## config.mk

```make
export PLATFORM = sky130hd
export DESIGN_NAME = inst_fetch_unit
export DESIGN_NICKNAME = d
export VERILOG_FILES = /design/src/rtl/inst_fetch_unit_pkg.sv /design/src/rtl/inst_fetch_unit_fetch_fifo.sv /design/src/rtl/inst_fetch_unit.sv
export SDC_FILE = /design/constraint.sdc
export NUM_CORES = 1
export LEC_CHECK = 0
export ABC_AREA = 1
export BUFFER_PORTS_ARGS = -buffer_cell sky130_fd_sc_hd__buf_2
export CAP_MARGIN = 0
export CORE_UTILIZATION = 55
export CTS_CLUSTER_DIAMETER = 200
export DETAILED_ROUTE_END_ITERATION = 12
export PLACE_DENSITY = 0.8
export REMOVE_ABC_BUFFERS = 1
export SLEW_MARGIN = 10
export SYNTH_ARGS = -nofsm -noshare
export SYNTH_HDL_FRONTEND = slang
export SYNTH_SLANG_ARGS = --single-unit
```

## constraint.sdc

```tcl
create_clock -name clk -period 5.75 [get_ports clk]
set_clock_uncertainty 0.05 [all_clocks]
set_input_delay 0.2875 -clock clk [delete_from_list [all_inputs] [get_ports clk]]
set_output_delay 0.2875 -clock clk [all_outputs]
set_load 0.02 [all_outputs]
```

## src/rtl/inst_fetch_unit_pkg.sv

```systemverilog
// Shared types and constants for the instruction-fetch front end.
package inst_fetch_unit_pkg;

  localparam logic [31:0] RESET_PC_DEFAULT = 32'hBFC0_0000;
  localparam logic [31:0] NOP_INSTR        = 32'h0000_0000;

  typedef enum logic {
    S_REQ  = 1'b0,
    S_WAIT = 1'b1
  } fetch_state_e;

  typedef struct packed {
    logic [31:0] pc;
    logic [31:0] instr;
  } fetch_entry_t;

  function automatic logic [31:0] word_align(input logic [31:0] addr);
    return {addr[31:2], 2'b00};
  endfunction

endpackage

```

## src/rtl/inst_fetch_unit_fetch_fifo.sv

```systemverilog
// Small synchronous FIFO of {pc, instr} entries between memory return and decode.
module fetch_fifo
  import inst_fetch_unit_pkg::*;
#(
  parameter int DEPTH = 2
) (
  input  logic                     clk,
  input  logic                     rst,
  input  logic                     flush,
  input  logic                     push,
  input  fetch_entry_t             din,
  input  logic                     pop,
  output fetch_entry_t             dout,
  output logic [$clog2(DEPTH):0]   count,
  output logic                     empty,
  output logic                     full
);

  localparam int AW = $clog2(DEPTH);
  localparam int CW = AW + 1;

  fetch_entry_t   mem [DEPTH];
  logic [AW-1:0]  rd_ptr;
  logic [AW-1:0]  wr_ptr;
  logic           do_push;
  logic           do_pop;

  assign empty   = (count == '0);
  assign full    = (count == CW'(DEPTH));
  assign do_pop  = pop && !empty;
  assign do_push = push && (!full || do_pop);
  assign dout    = mem[rd_ptr];

  // Flush wins over a same-cycle push or pop so a redirect leaves nothing behind.
  always_ff @(posedge clk) begin
    if (rst || flush) begin
      rd_ptr <= '0;
      wr_ptr <= '0;
      count  <= '0;
    end else begin
      if (do_push) wr_ptr <= wr_ptr + 1'b1;
      if (do_pop)  rd_ptr <= rd_ptr + 1'b1;
      case ({do_push, do_pop})
        2'b10:   count <= count + 1'b1;
        2'b01:   count <= count - 1'b1;
        default: count <= count;
      endcase
    end
  end

  always_ff @(posedge clk) begin
    if (do_push && !flush && !rst) mem[wr_ptr] <= din;
  end

endmodule

```

## src/rtl/inst_fetch_unit.sv

```systemverilog
// Fetch front end: one outstanding word fetch, buffered into a FIFO for decode.
module inst_fetch_unit
  import inst_fetch_unit_pkg::*;
#(
  parameter logic [31:0] RESET_PC   = RESET_PC_DEFAULT,
  parameter int          FIFO_DEPTH = 2
) (
  input  logic        clk,
  input  logic        rst,
  output logic        inst_req,
  output logic [31:0] inst_addr,
  input  logic        inst_addr_ok,
  input  logic [31:0] inst_rdata,
  input  logic        inst_data_ok,
  input  logic        redirect_valid,
  input  logic [31:0] redirect_pc,
  input  logic        stallD,
  output logic        validD,
  output logic [31:0] instrD,
  output logic [31:0] pcD
);

  localparam int CW = $clog2(FIFO_DEPTH) + 1;

  fetch_state_e  state, state_n;
  logic [31:0]   pc_f, pc_f_n;
  logic [31:0]   req_pc, req_pc_n;
  logic          discard, discard_n;

  logic          fifo_push, fifo_pop, fifo_empty, fifo_full;
  fetch_entry_t  fifo_din, fifo_dout;
  logic [CW-1:0] fifo_count;

  assign fifo_din = '{pc: req_pc, instr: inst_rdata};

  fetch_fifo #(.DEPTH(FIFO_DEPTH)) u_fifo (
    .clk   (clk),
    .rst   (rst),
    .flush (redirect_valid),
    .push  (fifo_push),
    .din   (fifo_din),
    .pop   (fifo_pop),
    .dout  (fifo_dout),
    .count (fifo_count),
    .empty (fifo_empty),
    .full  (fifo_full)
  );

  always_ff @(posedge clk) begin
    if (rst) begin
      state   <= S_REQ;
      pc_f    <= RESET_PC;
      req_pc  <= '0;
      discard <= 1'b0;
    end else begin
      state   <= state_n;
      pc_f    <= pc_f_n;
      req_pc  <= req_pc_n;
      discard <= discard_n;
    end
  end

  // A redirect during S_WAIT with no data yet marks the in-flight word as wrong-path.
  always_comb begin
    state_n   = state;
    pc_f_n    = pc_f;
    req_pc_n  = req_pc;
    discard_n = discard;
    inst_req  = 1'b0;
    inst_addr = word_align(pc_f);
    fifo_push = 1'b0;
    fifo_pop  = !fifo_empty && !stallD && !redirect_valid;

    if (redirect_valid) begin
      pc_f_n = redirect_pc & ~32'h3;
      if (state == S_WAIT) begin
        if (inst_data_ok) begin
          state_n   = S_REQ;
          discard_n = 1'b0;
        end else begin
          discard_n = 1'b1;
        end
      end
    end else begin
      case (state)
        S_REQ: begin
          inst_req = !rst && (fifo_count < CW'(FIFO_DEPTH));
          if (inst_req && inst_addr_ok) begin
            state_n  = S_WAIT;
            req_pc_n = pc_f;
            pc_f_n   = pc_f + 32'd4;
          end
        end
        S_WAIT: begin
          if (inst_data_ok) begin
            fifo_push = !discard;
            discard_n = 1'b0;
            state_n   = S_REQ;
          end
        end
        default: state_n = S_REQ;
      endcase
    end
  end

  assign validD = !fifo_empty;
  assign instrD = validD ? fifo_dout.instr : NOP_INSTR;
  assign pcD    = validD ? fifo_dout.pc    : 32'h0;

  // Requests are only issued with space available, so a push can never find the FIFO full.
  no_push_when_full: assert property (@(posedge clk) disable iff (rst) !(fifo_push && fifo_full));

endmodule

```

==> impl_results.rst, run 1 <==
.. list-table::
   :header-rows: 1

   * - Metric
     - Value
   * - Critical Path End
     - u_fifo.mem[1][29]
   * - Number of port buffers
     - between 150 and 200
   * - Synth warn
     - 0
   * - Worst-skew pair later-pin latency
     - 0.43 ns
   * - Post-Syn Instances
     - 853
   * - Slack of the critical path
     - 2.46 ns
   * - Number of I/O pins
     - 168
   * - Number of standard-cell rows in the floorplan
     - 44
   * - Number of sinks driven by the clock tree
     - 191
   * - Number of cells in the design after placement
     - 1,162
   * - Element type at the critical path start
     - input port
   * - Main synth FF type
     - sky130_fd_sc_hd__edfxtp_1
   * - Post-layout nets
     - 1,096
   * - Number of violations reported at the end of detailed-routing iteration 0
     - 488
   * - GP Congestion
     - around 0.85
   * - Area share of the leading cell type in the synthesized netlist
     - between 40% and 50%
   * - Gr ovfl total
     - 0
   * - First drt pass iteration count
     - 5
   * - Final setup TNS
     - 0 ns
   * - Startpoint of the most critical register-to-register path
     - u_fifo.count[1]
   * - Leakage
     - 0.00405 uW
   * - Uppermost signal routing layer after detailed routing
     - met4
   * - Main area contributors after synthesis
     - sky130_fd_sc_hd__edfxtp_1 (46%), sky130_fd_sc_hd__dfxtp_1 (16%), sky130_fd_sc_hd__nand2_1 (13%)
   * - Worst slack, placed
     - 2.07 ns
   * - Number of buffers inserted during clock tree synthesis
     - 17
   * - Most frequent cell after synthesis
     - sky130_fd_sc_hd__nand2_1
   * - Total power divided by cell area
     - about 300 nW/um^2
   * - Final WL
     - 18,900 um
   * - Synth-to-layout area growth
     - 22.1%
   * - Die Span X
     - around 120 um
   * - Antenna violations before repair
     - 0
   * - Asr flop ratio synth
     - 0%
   * - Status
     - finished, final reports clean
   * - Setup CP Type
     - in2reg
   * - Unrepaired setup endpoints after global routing
     - false
   * - Met2 wirelength from detailed routing
     - 9020 um
   * - Maximum clock insertion buffer count
     - 2
   * - Worst slew margin relative to its limit
     - 20.7%
   * - Final period util
     - between 50% and 60%
   * - Master cell of the clock root buffer
     - sky130_fd_sc_hd__clkbuf_16
   * - Effective utilization at floorplan
     - 56.2%
   * - Count of cell types in the netlist
     - 42
   * - Vias in the first global route
     - 5,766
   * - Worst Reg-to-Reg Cells
     - 7
   * - Fmax achieved
     - 304 MHz
   * - Path type of the worst min-delay path
     - in2reg
   * - Launching element of the worst setup path
     - redirect_valid
   * - Pin count of the biggest net entering global routing
     - 64
   * - CTS H-tree depth
     - 4
   * - Remaining antenna violation count
     - 0
   * - M1 wire length
     - 8230 um
   * - Worst setup slack for register-to-register paths
     - 2.85 ns
   * - Leading cell types by count after synthesis
     - sky130_fd_sc_hd__nand2_1 (278), sky130_fd_sc_hd__edfxtp_1 (124), sky130_fd_sc_hd__a21oi_1 (116)
   * - Number of flops mapped to enable cells by yosys
     - 124
   * - CP Data Required Time
     - about 5.8 ns
   * - Die extent in y
     - 124 um
   * - GR Util All Layers
     - 24.9%
   * - Floorplan die area
     - around 15,000 sq um
   * - Clock-pin slew on the worst setup and hold paths
     - roughly 0.060 ns
   * - Clock tree from TritonCTS
     - yes
   * - Capture instance of the worst register-to-register path
     - u_fifo.mem[1][29]
   * - Wire length of the first global-routing pass
     - 28,500 um
   * - Area of the core region
     - about 14,000 sq um
   * - Highest fanout seen on the critical path
     - 43
   * - Mean number of vias per cell
     - 5.30
   * - Cell type with the highest aggregate area in the netlist
     - sky130_fd_sc_hd__edfxtp_1
   * - Slew at the pin closest to its max-slew limit
     - 1.19 ns
   * - Sequential area share after synthesis
     - 62.2%
   * - Via count of the routed design
     - 6,466
   * - Number of storage elements in the synthesis netlist
     - 191
   * - Number of antenna cells inserted
     - 0
   * - WL per Instance
     - roughly 15 um
   * - Final hold violation count
     - 0
   * - Syn Std Cell Area
     - 8140 sq um
   * - Estimated wirelength of the detail-placed design
     - 11,500 um
   * - Average instance area after synthesis
     - 9.54 sq um
   * - Largest vdd supply drop
     - between 0.2 and 0.25 mV
   * - Final setup violating endpoints
     - 0
   * - Final cell count without fillers
     - 1,221
   * - Nature of the critical path endpoint
     - flip-flop
   * - Data arrival at the endpoint of the critical path
     - 3.30 ns
   * - Remaining routing DRC violations
     - 0
   * - Share of final-layout standard cells stronger than drive strength 1
     - 22.6%
   * - # Max-Cap Violations
     - 0
   * - Detail Route met3 WL
     - 1280 um
   * - Final Max Slew Viols
     - 0
   * - Post-CTS setup-driven buffer insertion count
     - 0
   * - Clock period minus final worst setup slack
     - 3.29 ns
stage by stage:
step                area, sq um  util [%]  hold WS [ns]  power, uW
floorplan                  7930         -         0.300       1630
global placement           9020      62.3         0.382       1700
detailed placement         9020      62.3         0.389       1710
CTS                        9940      68.6      0.000853       2980
global route               9940      68.6       0.00106       3050
finish                     9940      68.6        0.0101       2960
placed cells by master, fill, tap and decap left out, types with 17 or more instances in the layout:
cell type,n
sky130_fd_sc_hd__a21oi_1,116
sky130_fd_sc_hd__buf_2,161
sky130_fd_sc_hd__clkbuf_16,17
sky130_fd_sc_hd__dfxtp_1,66
sky130_fd_sc_hd__dlygate4sd3_1,27
sky130_fd_sc_hd__edfxtp_1,124
sky130_fd_sc_hd__inv_1,35
sky130_fd_sc_hd__nand2_1,278
sky130_fd_sc_hd__nand3_1,28
sky130_fd_sc_hd__nor2_1,56
sky130_fd_sc_hd__o21ai_0,18
worst min path at each step:
stage                               from           endpoint  slack [ns]  depth (start not counted)
final                     inst_rdata[17]  u_fifo.mem[1][17]        0.01                          1
after global routing      inst_rdata[10]  u_fifo.mem[0][10]       0.001                          1
after CTS                 inst_rdata[17]  u_fifo.mem[1][17]      0.0009                          1
after detailed placement      req_pc[17]  u_fifo.mem[1][49]        0.39                          0
after global placement         req_pc[7]  u_fifo.mem[0][39]        0.38                          0
after floorplan                      rst           pc_f[18]        0.30                          1
flip-flops by register name, summed over array words and instances, names as in the netlist, named ones only:
name / cells
u_fifo.mem: 124
pc_f: 30
req_pc: 30
u_fifo.count: 2
discard: 1
state: 1
u_fifo.rd_ptr: 1
u_fifo.wr_ptr: 1
cell families (layout without fill, tap and decap cells):
kind of cell / Yosys count / in the layout / synth area share [%]
buf+inv: 86 / 267 / 4.69
xor+xnor: 9 / 9 / 0.969
other cells: 1 / 4 / 0.0461
fa+ha+maj: 2 / 2 / 0.307
flops: 191 / 191 / 62.2
compound gates: 157 / 157 / 10.2
simple gates: 407 / 407 / 21.6
per-layer routing:
metal | track usage (%) | up-vias
met1 | 31.9 | 2992
met2 | 41.4 | 242
met3 | 4.67 | 25
li1 | - | 3207
met5 | 0 | -
met4 | 10.4 | 0
power by group:
| group | internal [uW] | leakage (uW) | switching, uW | total, uW |
|---|---|---|---|---|
| logic | 71.7 | 0.00201 | 113 | 185 |
| clock network | 771 | 0.000316 | 496 | 1270 |
| registers | 1480 | 0.00173 | 31.7 | 1510 |
final cells by class:
type	instances	area [sq um]
inverters	41	161
fillers	1157	4540
clock buffers	17	425
well taps	184	230
clock inverters	15	215
flip-flops and latches	191	5070
repair buffers	194	1120
multi-input cells	579	2720
critical path: stages:
cell and delay (ns):
sky130_fd_sc_hd__buf_2 0.36, sky130_fd_sc_hd__inv_1 0.73, sky130_fd_sc_hd__nand3_2 0.23, sky130_fd_sc_hd__a31oi_1 0.29, sky130_fd_sc_hd__nand2_1 0.16, sky130_fd_sc_hd__nor2_4 0.56, sky130_fd_sc_hd__buf_4 0.62
what timing repair did:
action	CTS	global route
gates resized for setup	0	0
hold buffers	27	0
endpoints found under the hold margin	53	0
No activity file was read; power rests on OpenSTA's default activity.
==> run 2, diff against run 1 <==
- ABC_AREA: 1 -> 0
- CORE_UTILIZATION: 55 -> 54
- PLACE_DENSITY: 0.8 -> 0.79
- clock period: 5.75 -> 3.4 ns (I/O delays scaled with it)
==> run 2 against run 1 <==
Against the previous run:
- register-to-register slack lost 1.6 ns
- sequential share of layout area grew 0.29 points
- hold slack gained 0.023 ns
- area after synthesis shrank 4.7%
- non-clock buffer count grew 35
- die area shrank 2.9%
- combinational power grew 63%
- clock power grew 53%
- critical path type is now reg2out
- highest routed layer unchanged
==> impl_results.rst, run 2 <==
.. list-table::
   :header-rows: 1

   * - Metric
     - Value
   * - Final setup TNS
     - 0 ns
   * - Count of cell types in the netlist
     - 42
   * - Fmax achieved
     - 425 MHz
   * - Leading cell types by count after synthesis
     - sky130_fd_sc_hd__edfxtp_1 (124), sky130_fd_sc_hd__nor2_1 (101), sky130_fd_sc_hd__nand2_1 (79)
   * - Capture instance of the worst register-to-register path
     - req_pc[11]
   * - Min-Delay Path Depth
     - 3
   * - Die Span X
     - 122 um
   * - Asr flop ratio synth
     - 0%
   * - Leakage
     - ~0.0037 uW
   * - Ordered list of cells on the worst path
     - mux2i_1 -> nor2_1 -> buf_2
   * - Final hold slack
     - between 0.03 and 0.04 ns
   * - Area share of the leading cell type in the synthesized netlist
     - approximately half
   * - Mean number of vias per cell
     - approximately 5.4
   * - Final period util
     - 69.2%
   * - Remaining routing DRC violations
     - 0
   * - Wire length of the first global-routing pass
     - 28,200 um
   * - Remaining antenna violation count
     - 0
   * - Worst slew margin relative to its limit
     - 23.3%
   * - CP Data Required Time
     - 3.18 ns
   * - Post-layout nets
     - 933
   * - Final Max Slew Viols
     - 0
   * - Most frequent cell after synthesis
     - sky130_fd_sc_hd__edfxtp_1
   * - GP Congestion
     - 0.828
   * - Final core occ
     - 70.9%
   * - Data arrival at the endpoint of the critical path
     - 2.13 ns
   * - Average instance area after synthesis
     - 12.0 sq um
   * - Final WL
     - 17,900 um
   * - Share of final-layout standard cells stronger than drive strength 1
     - between 20% and 30%
   * - Worst Reg-to-Reg Cells
     - 5
   * - Cell type with the highest aggregate area in the netlist
     - sky130_fd_sc_hd__edfxtp_1
   * - Regs by FF count
     - u_fifo.mem (124), pc_f (30), req_pc (30)
   * - Main area contributors after synthesis
     - sky130_fd_sc_hd__edfxtp_1 (48%), sky130_fd_sc_hd__dfxtp_1 (17%), sky130_fd_sc_hd__mux2i_1 (8.7%)
   * - Number of port buffers
     - 161
   * - End point of the worst hold path
     - pc_f[24]
   * - Synth warn
     - 0
   * - Slowest CP cell
     - sky130_fd_sc_hd__dfxtp_4
   * - Number of antenna cells inserted
     - 0
   * - Hold path startpoint
     - redirect_pc[24]
   * - Startpoint of the most critical register-to-register path
     - u_fifo.count[1]
   * - Total power divided by cell area
     - 484 nW/um^2
   * - Floorplan die area
     - 14,800 sq um
   * - Status
     - finished, final reports clean
   * - First drt pass iteration count
     - 7
   * - Pin count of the biggest net entering global routing
     - 64
   * - Highest fanout seen on the critical path
     - 62
   * - Number of buffers inserted during clock tree synthesis
     - 17
   * - Path type of the worst min-delay path
     - in2reg
   * - # Max-Cap Violations
     - 0
   * - Highest-count cells in the layout ignoring fill and taps
     - sky130_fd_sc_hd__buf_2 (161), sky130_fd_sc_hd__edfxtp_1 (124), sky130_fd_sc_hd__nor2_1 (99)
   * - Number of cells in the design after placement
     - 962
   * - Antenna violations before repair
     - 0
   * - Number of flip-flops under the largest register name
     - 124
   * - Most common library cell in the layout ignoring fill and taps
     - sky130_fd_sc_hd__buf_2
   * - Setup CP Type
     - reg2out
   * - Via count of the routed design
     - ~5,700
   * - Unrepaired setup endpoints after global routing
     - false
   * - Gr ovfl total
     - 0
   * - Sequential area share after synthesis
     - 65.3%
   * - Area of the multi-input gates
     - 2510 sq um
   * - WL per Instance
     - 17.0 um
   * - Worst setup slack for register-to-register paths
     - roughly 1.2 ns
   * - Nature of the critical path endpoint
     - output port
   * - Effective utilization at floorplan
     - 55.6%
   * - Clock tree from TritonCTS
     - yes
   * - Post-Syn Instances
     - approximately 650
   * - Number of violations reported at the end of detailed-routing iteration 0
     - 427
   * - Maximum clock insertion buffer count
     - 2
   * - Final cell count without fillers
     - approximately 1,100
   * - Final setup violating endpoints
     - 0
   * - Slew at the pin closest to its max-slew limit
     - 1.15 ns
   * - Syn Std Cell Area
     - ~7800 sq um
   * - Slowest stage delay, CP
     - 1.08 ns
   * - Levels on crit path
     - 3
   * - Number of sinks driven by the clock tree
     - 191
   * - Number of storage elements in the synthesis netlist
     - 191
   * - Area of the core region
     - 13,900 sq um
   * - Flip-flop and latch area
     - 5070 sq um
   * - Master cell of the clock root buffer
     - sky130_fd_sc_hd__clkbuf_16
   * - Clock period minus final worst setup slack
     - 2.35 ns
   * - Synth-to-layout area growth
     - 27.5%
   * - Most flops, register
     - u_fifo.mem
   * - Post-CTS setup-driven buffer insertion count
     - 0
   * - Number of fill cells in the layout
     - 1,041
   * - CTS H-tree depth
     - 4
   * - Worst-skew pair later-pin latency
     - 0.43 ns
   * - Estimated wirelength of the detail-placed design
     - 11,100 um
   * - Clock-pin slew on the worst setup and hold paths
     - 0.07 ns
   * - GR Util All Layers
     - 25.3%
   * - Final hold violation count
     - 0
   * - CP delay by family, top
     - flip-flops
   * - Main synth FF type
     - sky130_fd_sc_hd__edfxtp_1
   * - Number of I/O pins
     - 168
   * - Number of standard-cell rows in the floorplan
     - 43
   * - CP bufs+invs
     - 1
   * - Die extent in y
     - between 100 and 150 um
   * - Vias in the first global route
     - 5,751
   * - Element type at the critical path start
     - flip-flop
   * - Number of flops mapped to enable cells by yosys
     - 124
   * - Largest vdd supply drop
     - 0.381 mV
## run 2: cell types whose count changed in the layout (fill, tap and decap cells not counted), moves of 18 or more
cell,delta
sky130_fd_sc_hd__mux2i_1,+67
sky130_fd_sc_hd__a21oi_1,-74
sky130_fd_sc_hd__inv_1,-28
sky130_fd_sc_hd__dlygate4sd3_1,+33
sky130_fd_sc_hd__nand3_1,-18
sky130_fd_sc_hd__nor2_1,+43
sky130_fd_sc_hd__xnor2_1,+18
sky130_fd_sc_hd__nand2_1,-199
## run 2: area by class of cell
cell class | count | area share (%)
timing repair buffer | 229 | 14.8
sequential | 191 | 51.3
clock inverter | 14 | 1.47
multi-input combinational | 414 | 25.4
tap | 180 | 2.28
inverter | 8 | 0.304
clock buffer | 18 | 4.44
## run 2: how the worst max path moves through the flow
stage	slack, ns	to
after floorplan	-2.53	u_fifo.mem[1][0]
after global placement	1.12	req_pc[15]
after detailed placement	1.00	req_pc[20]
after CTS	0.98	instrD[31]
after global routing	0.92	instrD[31]
final	1.05	instrD[31]
## run 2: power breakdown
group / switching, uW / internal [uW] / leakage [uW]
clock: 880 / 1060 / 0.000292
sequential: 49.3 / 2500 / 0.00175
combinational: 166 / 135 / 0.00168
total: 1100 / 3690 / 0.00372
## run 2: per-layer routing
layer | vias to the layer above | wire length, um | share of wire, % | track usage, %
met3 | 28 | 1210 | 6.8 | 5.57
met1 | 2733 | 7180 | 40 | 29.5
met5 | - | 0 | 0 | 0
li1 | 2733 | - | - | -
met4 | 0 | 459 | 2.6 | 13.8
met2 | 229 | 9060 | 51 | 43.5
## run 2: timing repair
| item | CTS | global route |
|---|---|---|
| hold endpoints to repair | 92 | 1 |
| resized for setup | 0 | 0 |
| hold buffers | 59 | 1 |
## run 2: cell families (layout without fill, tap and decap cells)
kind of cell    after synthesis  in the layout  share of synthesized area [%]
flops                       191            191                           65.3
buf+inv                      46            269                           2.70
xor+xnor                     25             25                           2.82
other cells                   1              4                         0.0484
simple gates                244            244                           14.7
mux                          67             67                           8.65
fa+ha+maj                     2              2                          0.323
compound gates               72             72                           5.47
## run 2: stage by stage
step	cell area, sq um	total power [uW]	setup slack [ns]
2_1_floorplan	7580	2710	-2.53
3_3_place_gp	8700	2820	1.12
6_report	9880	4790	1.05
5_1_grt	9880	4950	0.923
4_1_cts	9870	4820	0.984
3_5_place_dp	8700	2840	1.00
## run 2: worst reg2reg max path, delay by kind of cell (launching register included)
kind	cells	cell delay (ns)
compound gates	1	0.18
simple gates	3	1.11
buf+inv	1	0.21
flops	1	0.59
